$ cat src/rtl/fetch_queue_unit.sv
// fetch_queue_unit: instruction-fetch front end. It owns the fetch PC,
// issues imem requests and buffers returned words with their PCs in a FIFO.
module fetch_queue_unit #(
    parameter int unsigned DEPTH   = 4,
    parameter int unsigned ADDR_W  = 32,
    parameter int unsigned DATA_W  = 32,
    parameter logic [ADDR_W-1:0] PC_INIT = '0
) (
    input  logic                         CLK,
    input  logic                         nRST,
    input  logic                         ihit,
    input  logic [DATA_W-1:0]            imemload,
    output logic                         imemREN,
    output logic [ADDR_W-1:0]            imemaddr,
    input  logic                         redirect,
    input  logic [ADDR_W-1:0]            redirect_pc,
    input  logic                         halt,
    input  logic                         deq_ready,
    output logic                         inst_valid,
    output logic [DATA_W-1:0]            inst,
    output logic [ADDR_W-1:0]            inst_pc,
    output logic [ADDR_W-1:0]            inst_npc,
    output logic [$clog2(DEPTH):0]       count
);

    localparam int unsigned PTR_W = $clog2(DEPTH);
    localparam int unsigned CNT_W = PTR_W + 1;

    typedef enum logic [1:0] {
        FETCH  = 2'd0,
        FLUSH  = 2'd1,
        HALTED = 2'd2
    } state_t;

    state_t             state_q, state_n;
    logic [ADDR_W-1:0]  fetch_pc_q, fetch_pc_n;
    logic [PTR_W-1:0]   rd_ptr_q, rd_ptr_n;
    logic [PTR_W-1:0]   wr_ptr_q, wr_ptr_n;
    logic [CNT_W-1:0]   count_q, count_n;
    logic               ren_q, ren_n;
    logic               push, pop, mem_we;

    logic [DATA_W-1:0]  mem_inst [DEPTH];
    logic [ADDR_W-1:0]  mem_pc   [DEPTH];

    // Head of queue; everything reads as zero while the queue is empty.
    always_comb begin
        inst_valid = (count_q != '0);
        inst       = '0;
        inst_pc    = '0;
        inst_npc   = '0;
        if (count_q != '0) begin
            inst     = mem_inst[rd_ptr_q];
            inst_pc  = mem_pc[rd_ptr_q];
            inst_npc = mem_pc[rd_ptr_q] + ADDR_W'(4);
        end
    end

    assign imemREN  = ren_q;
    assign imemaddr = fetch_pc_q;
    assign count    = count_q;

    // Next-state logic: queue bookkeeping, then flush/halt overrides.
    always_comb begin
        state_n    = state_q;
        fetch_pc_n = fetch_pc_q;
        rd_ptr_n   = rd_ptr_q;
        wr_ptr_n   = wr_ptr_q;
        count_n    = count_q;
        push       = 1'b0;
        pop        = 1'b0;
        mem_we     = 1'b0;

        case (state_q)
            FETCH: begin
                push = ren_q & ihit;
                pop  = inst_valid & deq_ready;
                if (push) begin
                    wr_ptr_n   = wr_ptr_q + PTR_W'(1);
                    fetch_pc_n = fetch_pc_q + ADDR_W'(4);
                end
                if (pop) begin
                    rd_ptr_n = rd_ptr_q + PTR_W'(1);
                end
                if (push && !pop) begin
                    count_n = count_q + CNT_W'(1);
                end else if (pop && !push) begin
                    count_n = count_q - CNT_W'(1);
                end
            end
            FLUSH: begin
                state_n = FETCH;
            end
            HALTED: begin
                state_n = HALTED;
            end
            default: begin
                state_n = FETCH;
            end
        endcase

        mem_we = push;

        // Halt beats redirect; both discard this cycle's push and pop.
        if (state_q != HALTED) begin
            if (halt) begin
                state_n    = HALTED;
                fetch_pc_n = fetch_pc_q;
                rd_ptr_n   = '0;
                wr_ptr_n   = '0;
                count_n    = '0;
                mem_we     = 1'b0;
            end else if (redirect) begin
                state_n    = FLUSH;
                fetch_pc_n = redirect_pc & ~ADDR_W'(3);
                rd_ptr_n   = '0;
                wr_ptr_n   = '0;
                count_n    = '0;
                mem_we     = 1'b0;
            end
        end

        // Request is registered so it drops to zero while reset is held.
        ren_n = (state_n == FETCH) && (count_n < CNT_W'(DEPTH));
    end

    // State, pointer, counter and request registers.
    always_ff @(posedge CLK or negedge nRST) begin
        if (!nRST) begin
            state_q    <= FETCH;
            fetch_pc_q <= PC_INIT;
            rd_ptr_q   <= '0;
            wr_ptr_q   <= '0;
            count_q    <= '0;
            ren_q      <= 1'b0;
        end else begin
            state_q    <= state_n;
            fetch_pc_q <= fetch_pc_n;
            rd_ptr_q   <= rd_ptr_n;
            wr_ptr_q   <= wr_ptr_n;
            count_q    <= count_n;
            ren_q      <= ren_n;
        end
    end

    // Queue storage; contents are only observed through count, so no reset.
    always_ff @(posedge CLK) begin
        if (mem_we) begin
            mem_inst[wr_ptr_q] <= imemload;
            mem_pc[wr_ptr_q]   <= fetch_pc_q;
        end
    end

endmodule

$ cat config.mk
export PLATFORM = sky130hd
export DESIGN_NAME = fetch_queue_unit
export DESIGN_NICKNAME = d
export VERILOG_FILES = /design/src/rtl/fetch_queue_unit.sv
export SDC_FILE = /design/constraint.sdc
export NUM_CORES = 1
export LEC_CHECK = 0
export BUFFER_PORTS_ARGS = -buffer_cell sky130_fd_sc_hd__buf_2
export CAP_MARGIN = 10
export CORE_MARGIN = 10
export CORE_UTILIZATION = 57
export DETAILED_ROUTE_END_ITERATION = 8
export PLACE_DENSITY_LB_ADDON = 0.1
export SLEW_MARGIN = 5
export SYNTH_ARGS = -nofsm -noshare
export SYNTH_HDL_FRONTEND = slang
export SYNTH_SLANG_ARGS = --single-unit
$ cat constraint.sdc
create_clock -name CLK -period 4.1 [get_ports CLK]
set_input_delay 0.41 -clock CLK [delete_from_list [all_inputs] [get_ports CLK]]
set_output_delay 0.41 -clock CLK [all_outputs]
set_load 0.02 [all_outputs]
==> key figures, run 1 <==
Outcome
  – Outcome: completed

Floorplan
  – Starting Density: 57.9%
  – Full die area: 28500 um2
  – Rows: 54
  – Die W: 169 um
  – I/O Pins: 203
  – Die Y: 169 um
  – Core area: 21800 um2

STA
  – Clock Skew: 0.0130 ns
  – Fmax: 247 MHz
  – Tcrit/Tclk final: 98.6%
  – RSZ-0062 raised after global routing: false
  – Setup TNS: 0 ns
  – Relative slew margins: 18.5%
  – Final setup viols: 0
  – Tmin final: 4.04 ns
  – Worst-margin pin slew: 1.22 ns
  – Setup ws final: 0.0555 ns
  – Final hold vios: 0
  – Max-slew violation count: 0

Yosys
  – Synth Area in Simple Gates: 11.4%
  – Synthesized cell area: 12600 um2
  – Compound-Gate Fraction of Synth Area: 6.05%
  – Synth area leaders: edfxtp_1, mux4_2, dfrtp_1
  – Post-synthesis async set-or-reset flop share: 13.9%
  – Post-Synth Adder-Cell Area: 0.890%
  – Synth top area share: 58.9%
  – Post-synthesis sequential area ratio: 66.8%
  – Seq cells post-synth: 288
  – Post-synth top area cell: edfxtp_1
  – Number of flops mapped to enable cells by yosys: 248
  – Cell variety after synth: 64
  – Syn Inst Count: 821
  – Mux cell area share after synthesis: 11.5%
  – Largest family of logic cells by synthesized area: multiplexers
  – Main synth FF type: edfxtp_1
  – Post-synthesis xor/xnor area fraction: 0.970%
  – Ys Warns: 0
  – Avg Inst Size Synth: 15.4 um2

Clock network
  – Root buffer cell: clkbuf_16
  – Num CTS Buffers: 29
  – Total clock sinks: 288
  – Max Root-Sink Buffers: 3
  – CTS tree: built
  – Clk pin slew, worst setup/hold paths: 0.06 ns
  – Clock latency on the worst-skew pair: 0.54 ns
  – Hold-fix buffers, CTS: 0
  – Htree depth: 1

Worst hold path
  – Min-Delay Path Class: primary input to asynchronous set/reset pin

Global routing
  – Gr usage total: 20.2%
  – Vias in the first global route: 8253
  – Routing usage on met3: 4.38%
  – Largest net degree at the start of global routing: 69
  – GR Util met2: 33.1%
  – Top Usage Layer GRT: met2
  – Initial antenna violation count: 0
  – GR Overflow Total: 0
  – Met1 usage: 27.1%
  – First-pass GRT wire length: 46100 um

Power and ir drop
  – Clk network pwr share: 36.6%
  – Sw Pwr: 1770 uW
  – Max VDD drop: 0.341 mV
  – Leak pwr: 0.00526 uW
  – Internal Power: 5190 uW
  – Sequential power share: 50.2%
  – PwrDens: 467 nW/um2
  – Comb pwr share: 13.2%
  – Switching share of power: 25.4%

Layout
  – NumNets Final: 1101
  – Share of layout cells above drive strength 1: 31.9%
  – # fillers: 1569
  – Flip-flop and latch area: 8460 um2
  – # diodes: 0
  – Multi-input logic area: 3930 um2
  – Area grow syn2layout: 18.0%

Place
  – Post-place setup slack: 0.660 ns
  – Final HPWL DP: 19800 um
  – Port Buffer Count: 194
  – GP Congestion: 0.863

Worst setup path
  – Worst setup SP type: flop
  – Critical Path, Cell by Cell: buf_16 -> mux4_2 -> nand4_2 -> or4_4 -> or4_1 -> a21oi_1 -> buf_2
  – R2R setup slack: 1.29 ns
  – Crit Path Max Fanout: 13
  – Crit. End Element: output pin
  – Slowest CP cell: or4_4
  – FF-to-FF path depth: 6
  – R2r endpoint: mem_inst[2][1]
  – Crit Path Class: flop to output pin
  – Worst R2R Start: state_q[1]
  – Worst Path Arrival: 3.63 ns
  – Crit-path max cell delay: 0.63 ns
  – Critical Path RT: 3.69 ns

Routing
  – DR vias: 8042
  – Drt total wl: 29700 um
  – Drt first-iter violations: 625
  – Post-DRT Antenna Nets: 0
  – DR vias/cell: 6.08
  – DRC viols: 0
  – DRT Pass-1 Iters: 5
  – DR WL/cell: 22.5 um

Run
  – Max-Cap Viols: 0
[layer usage]
| metal | up-vias | part of all wire, % |
|---|---|---|
| met1 | 4038 | 42 |
| met4 | 0 | 1.6 |
| met2 | 338 | 49 |
| met5 | - | 0 |
| met3 | 39 | 8.2 |
| li1 | 3627 | - |
[worst max-delay path by stage]
stage,startpoint,endpoint,depth (start not counted)
final,rd_ptr_q[0],inst_npc[31],7
after global routing,rd_ptr_q[0],inst_npc[31],7
after CTS,rd_ptr_q[1],inst_npc[31],6
after detailed placement,rd_ptr_q[1],inst_npc[31],6
after global placement,rd_ptr_q[1],inst_npc[31],6
after floorplan,imemREN,mem_inst[0][0],4
[cells by family after synthesis]
kind of cell	Yosys count
flops	288
buf+inv	63
mux	67
compound gates	123
other cells	1
xor+xnor	14
fa+ha+maj	9
simple gates	256
[worst max-delay path, delay by kind of cell (launching register included)]
family	cells	cell delay [ns]
buffers and inverters	2	0.45
multiplexers	1	0.41
AND/OR/NAND/NOR	3	1.31
flip-flops	1	0.62
AO/OA/AOI/OAI	1	0.29
[sequential cells by signal (all words and copies together), names as in the netlist]
name      cells
mem_inst    128
mem_pc      120
imemaddr     30
count         3
rd_ptr_q      2
state_q       2
wr_ptr_q      2
imemREN       1
[synth_stat cells (all sizes together) (2+ instances only)]
cell type,number
buf,22
nand2,39
xor2,5
nor2,45
inv,17
edfxtp,248
o32ai,3
or3,10
or4,6
mux4,62
mux2,5
ha,9
and3,9
dfrtp,40
a31oi,4
nand4b,4
and4,6
xnor2,9
a21oi,51
a211o,2
o221a,4
o31ai,5
nor2b,2
clkbuf,23
nand3,24
a22o,2
a41oi,2
o22a,3
o21ai,25
o311ai,3
nand4,21
nor4,10
o21bai,2
and2,66
o22ai,7
nor3,9
[metrics by stage]
step                      power, uW  hold WS [ns]  utilization [%]  std cells  instance area [um2]
final                          6970        0.0100             68.4       1323                14900
after global routing           7220        0.0721             68.4       1323                14900
after CTS                      7010        0.0281             68.2       1322                14900
after detailed placement       4470         0.568             64.0       1270                14000
after global placement         4460         0.552             64.0       1270                14000
after floorplan                4100         0.114                -        826                12700
[cell usage in the layout, fill, tap and decap left out, types with 5 or more instances in the layout]
| cell | synthesis | routed |
|---|---|---|
| or4_1 | 5 | 5 |
| dfrtp_1 | 40 | 38 |
| o21ai_0 | 18 | 18 |
| mux4_2 | 61 | 61 |
| and4_1 | 6 | 6 |
| and2_1 | 66 | 62 |
| nor4_1 | 8 | 8 |
| and3_1 | 9 | 9 |
| xor2_1 | 5 | 5 |
| conb_1 | 1 | 6 |
| inv_1 | 17 | 16 |
| edfxtp_1 | 248 | 248 |
| nor2_1 | 45 | 45 |
| a21oi_1 | 51 | 51 |
| buf_4 | 7 | 9 |
| o31ai_1 | 5 | 5 |
| clkbuf_1 | 23 | 5 |
| o21ai_1 | 7 | 7 |
| ha_1 | 9 | 9 |
| nor3_1 | 9 | 9 |
| or3_1 | 10 | 10 |
| xnor2_1 | 9 | 9 |
| nand3_1 | 24 | 24 |
| clkinv_1 | 1 | 6 |
| nand2_1 | 39 | 39 |
| clkbuf_8 | 0 | 5 |
| buf_12 | 1 | 6 |
| o22ai_1 | 7 | 7 |
| buf_2 | 6 | 194 |
| nand4_1 | 18 | 18 |
| clkbuf_16 | 0 | 29 |
| mux2_1 | 5 | 5 |
[power by group through the flow]
| stage | Clock (uW) | Combinational, uW | Sequential (uW) |
|---|---|---|---|
| floorplan | 0 | 552 | 3550 |
| finish | 2550 | 919 | 3500 |
| global route | 2710 | 995 | 3520 |
| CTS | 2590 | 911 | 3500 |
| global placement | 0 | 901 | 3560 |
| detailed placement | 0 | 908 | 3570 |
[what timing repair did]
item	4_1_cts	5_1_grt
endpoints found under the setup margin	0	1
hold endpoints to repair	0	0
resized for setup	0	1
buffers inserted	0	1
[cell type report]
type	count	share of cell area, %
flip-flops and latches	288	56.7
clock inverters	13	0.788
inverters	18	0.453
well taps	280	2.35
clock buffers	39	5.45
multi-input cells	475	26.4
repair buffers	210	7.95
(Power assumes the default switching activity.)
==> inputs of run 2 (changes only) <==
--- a/config.mk
+++ b/config.mk
@@ -9,6 +9,7 @@
 export CAP_MARGIN = 10
 export CORE_MARGIN = 10
 export CORE_UTILIZATION = 57
+export CTS_CLUSTER_DIAMETER = 50
 export DETAILED_ROUTE_END_ITERATION = 8
 export PLACE_DENSITY_LB_ADDON = 0.1
 export SLEW_MARGIN = 5
==> constraint.sdc (replaced) <==
create_clock -name CLK -period 4.38 [get_ports CLK]
set_input_delay 0.438 -clock CLK [delete_from_list [all_inputs] [get_ports CLK]]
set_output_delay 0.438 -clock CLK [all_outputs]
set_load 0.02 [all_outputs]
==> key figures, run 2 (same netlist as run 1, synthesis figures left out) <==
Routing
  – DRC viols: 0 (unchanged)
  – DR WL/cell: 22.3 um (-0.66%)
  – DR vias: 8045 (+0.037%)
  – Post-DRT Antenna Nets: 0 (unchanged)
  – DR vias/cell: 6.08 (about the same)
  – DRT Pass-1 Iters: 6 (+1)
  – Drt total wl: 29500 um (-0.59%)
  – Drt first-iter violations: 658 (+5.3%)

Worst setup path
  – Worst R2R Start: state_q[1]
  – Crit Path Max Fanout: 15 (+2)
  – CP startpoint: rd_ptr_q[0]
  – Crit Path Class: flop to output pin
  – Critical Path RT: 3.94 ns (+0.25 ns)
  – R2R setup slack: 1.47 ns (+0.18 ns)
  – Crit-path max cell delay: 0.64 ns (about the same)
  – Critical Path, Cell by Cell: buf_12 -> mux4_2 -> nand4_2 -> or4_4 -> or4_1 -> a21oi_1 -> buf_2
  – Worst setup SP type: flop
  – CP endpoint: inst_npc[31]
  – R2r endpoint: mem_inst[1][14]
  – Crit. End Element: output pin
  – Crit. path cell count: 7 (unchanged)
  – Worst Path Arrival: 3.60 ns (-0.03 ns)
  – FF-to-FF path depth: 5 (-1)
  – Critical path's top delay family: simple AND/OR/NAND/NOR gates
  – CP bufs+invs: 2 (unchanged)
  – Slowest CP cell: or4_4

Clock network
  – Total clock sinks: 288 (unchanged)
  – Hold-fix buffers, CTS: 0 (unchanged)
  – Clock latency on the worst-skew pair: 0.55 ns (about the same)
  – Htree depth: 1 (unchanged)
  – Root buffer cell: clkbuf_16
  – Max Root-Sink Buffers: 3 (unchanged)
  – CTS tree: built
  – Clk pin slew, worst setup/hold paths: 0.06 ns (about the same)
  – Num CTS Buffers: 31 (+6.9%)

STA
  – Final hold vios: 0 (unchanged)
  – Tcrit/Tclk final: 92.2%
  – Worst hold margin: 0.0294 ns (+0.0193 ns)
  – Relative slew margins: 21.9% (+3.4 points)
  – RSZ-0062 raised after global routing: false
  – Max-slew violation count: 0 (unchanged)
  – Tmin final: 4.04 ns
  – Worst-margin pin slew: 1.17 ns (-0.0503 ns)
  – Final setup viols: 0 (unchanged)
  – Fmax: 248 MHz
  – Clock Skew: 0.0165 ns (+0.00353 ns)
  – Setup TNS: 0 ns (unchanged)

Place
  – GP Congestion: 0.878 (+1.7%)
  – Port Buffer Count: 194 (unchanged)
  – Final HPWL DP: 19300 um (-2.8%)

Global routing
  – GR Overflow Total: 0 (unchanged)
  – Largest net degree at the start of global routing: 69 (unchanged)
  – Initial antenna violation count: 0 (unchanged)
  – Gr usage total: 20.3% (+0.066 points)
  – Vias in the first global route: 8031 (-2.7%)
  – First-pass GRT wire length: 45900 um (-0.52%)

Run
  – Max-Cap Viols: 0 (unchanged)

Layout
  – NumNets Final: 1099 (-0.18%)
  – Share of layout cells above drive strength 1: 31.9% (about the same)
  – Area grow syn2layout: 17.7%
  – Most frequent cells in the layout: edfxtp_1, buf_2, and2_1
  – Commonest non-fill, non-tap cell in the layout: edfxtp_1
  – # diodes: 0 (unchanged)
  – Max FFs per register: 128 (unchanged)
  – Largest Register: mem_inst

Power and ir drop
  – Leak pwr: 0.00526 uW (about the same)
  – PwrDens: 446 nW/um2 (-4.5%)
  – Max VDD drop: 0.308 mV (-9.7%)

Worst hold path
  – Min-Delay Path Class: primary input to asynchronous set/reset pin

Outcome
  – Outcome: completed

Floorplan
  – Full die area: 28500 um2 (unchanged)
  – Rows: 54 (unchanged)
  – Die W: 169 um (unchanged)
  – I/O Pins: 203 (unchanged)
  – Die Y: 169 um (unchanged)
  – Starting Density: 57.9% (unchanged)
  – Core area: 21800 um2 (unchanged)
## run 2: power by group
group | switching, uW | internal, uW
sequential | 178 | 3100
clock | 1010 | 1500
combinational | 503 | 352
## run 2: cell type report
cell class              count  area (um2)
clock inverters            13         140
repair buffers            206        1080
multi-input cells         475        3940
well taps                 280         350
flip-flops and latches    288        8450
clock buffers              44         865
fillers                  1558        6930
inverters                  18        67.6
## run 2: how the worst min path moves through the flow
stage	cells past startpoint	end	from	slack (ns)
3_5_place_dp	2	wr_ptr_q[0]	wr_ptr_q[0]	0.57
2_1_floorplan	0	count[0]	nRST	0.14
6_report	1	imemaddr[5]	nRST	0.03
3_3_place_gp	2	wr_ptr_q[0]	wr_ptr_q[0]	0.56
5_1_grt	1	count[0]	nRST	0.09
4_1_cts	1	count[0]	nRST	0.04
## run 2: layer usage
layer,routed length (um),track usage [%],up-vias
met5,0,0,-
met2,14500,32.9,339
met4,269,4.16,0
li1,-,-,3642
met3,2230,4.08,28
met1,12600,27.9,4036
## run 2: per-stage QoR
stage | power [uW] | instances | area (um2) | utilization [%] | setup WS [ns]
floorplan | 3840 | 826 | 12700 | - | 1.11
global placement | 4170 | 1266 | 13900 | 63.5 | 0.730
detailed placement | 4180 | 1266 | 13900 | 63.5 | 0.725
CTS | 6680 | 1323 | 14900 | 68.1 | 0.120
global route | 6870 | 1324 | 14900 | 68.2 | 0.119
finish | 6640 | 1324 | 14900 | 68.2 | 0.340
## run 2: timing repair
action,CTS,global route
gates resized for setup,0,1
setup endpoints to repair,0,1
buffers inserted,0,1
## run 2: worst register-to-register path, stage by stage, from the launching register on
cell	delay (ns)
dfrtp_1	0.44
nor4bb_2	0.30
buf_4	0.24
nand2_1	0.25
nor2_1	0.39
and2_4	0.87
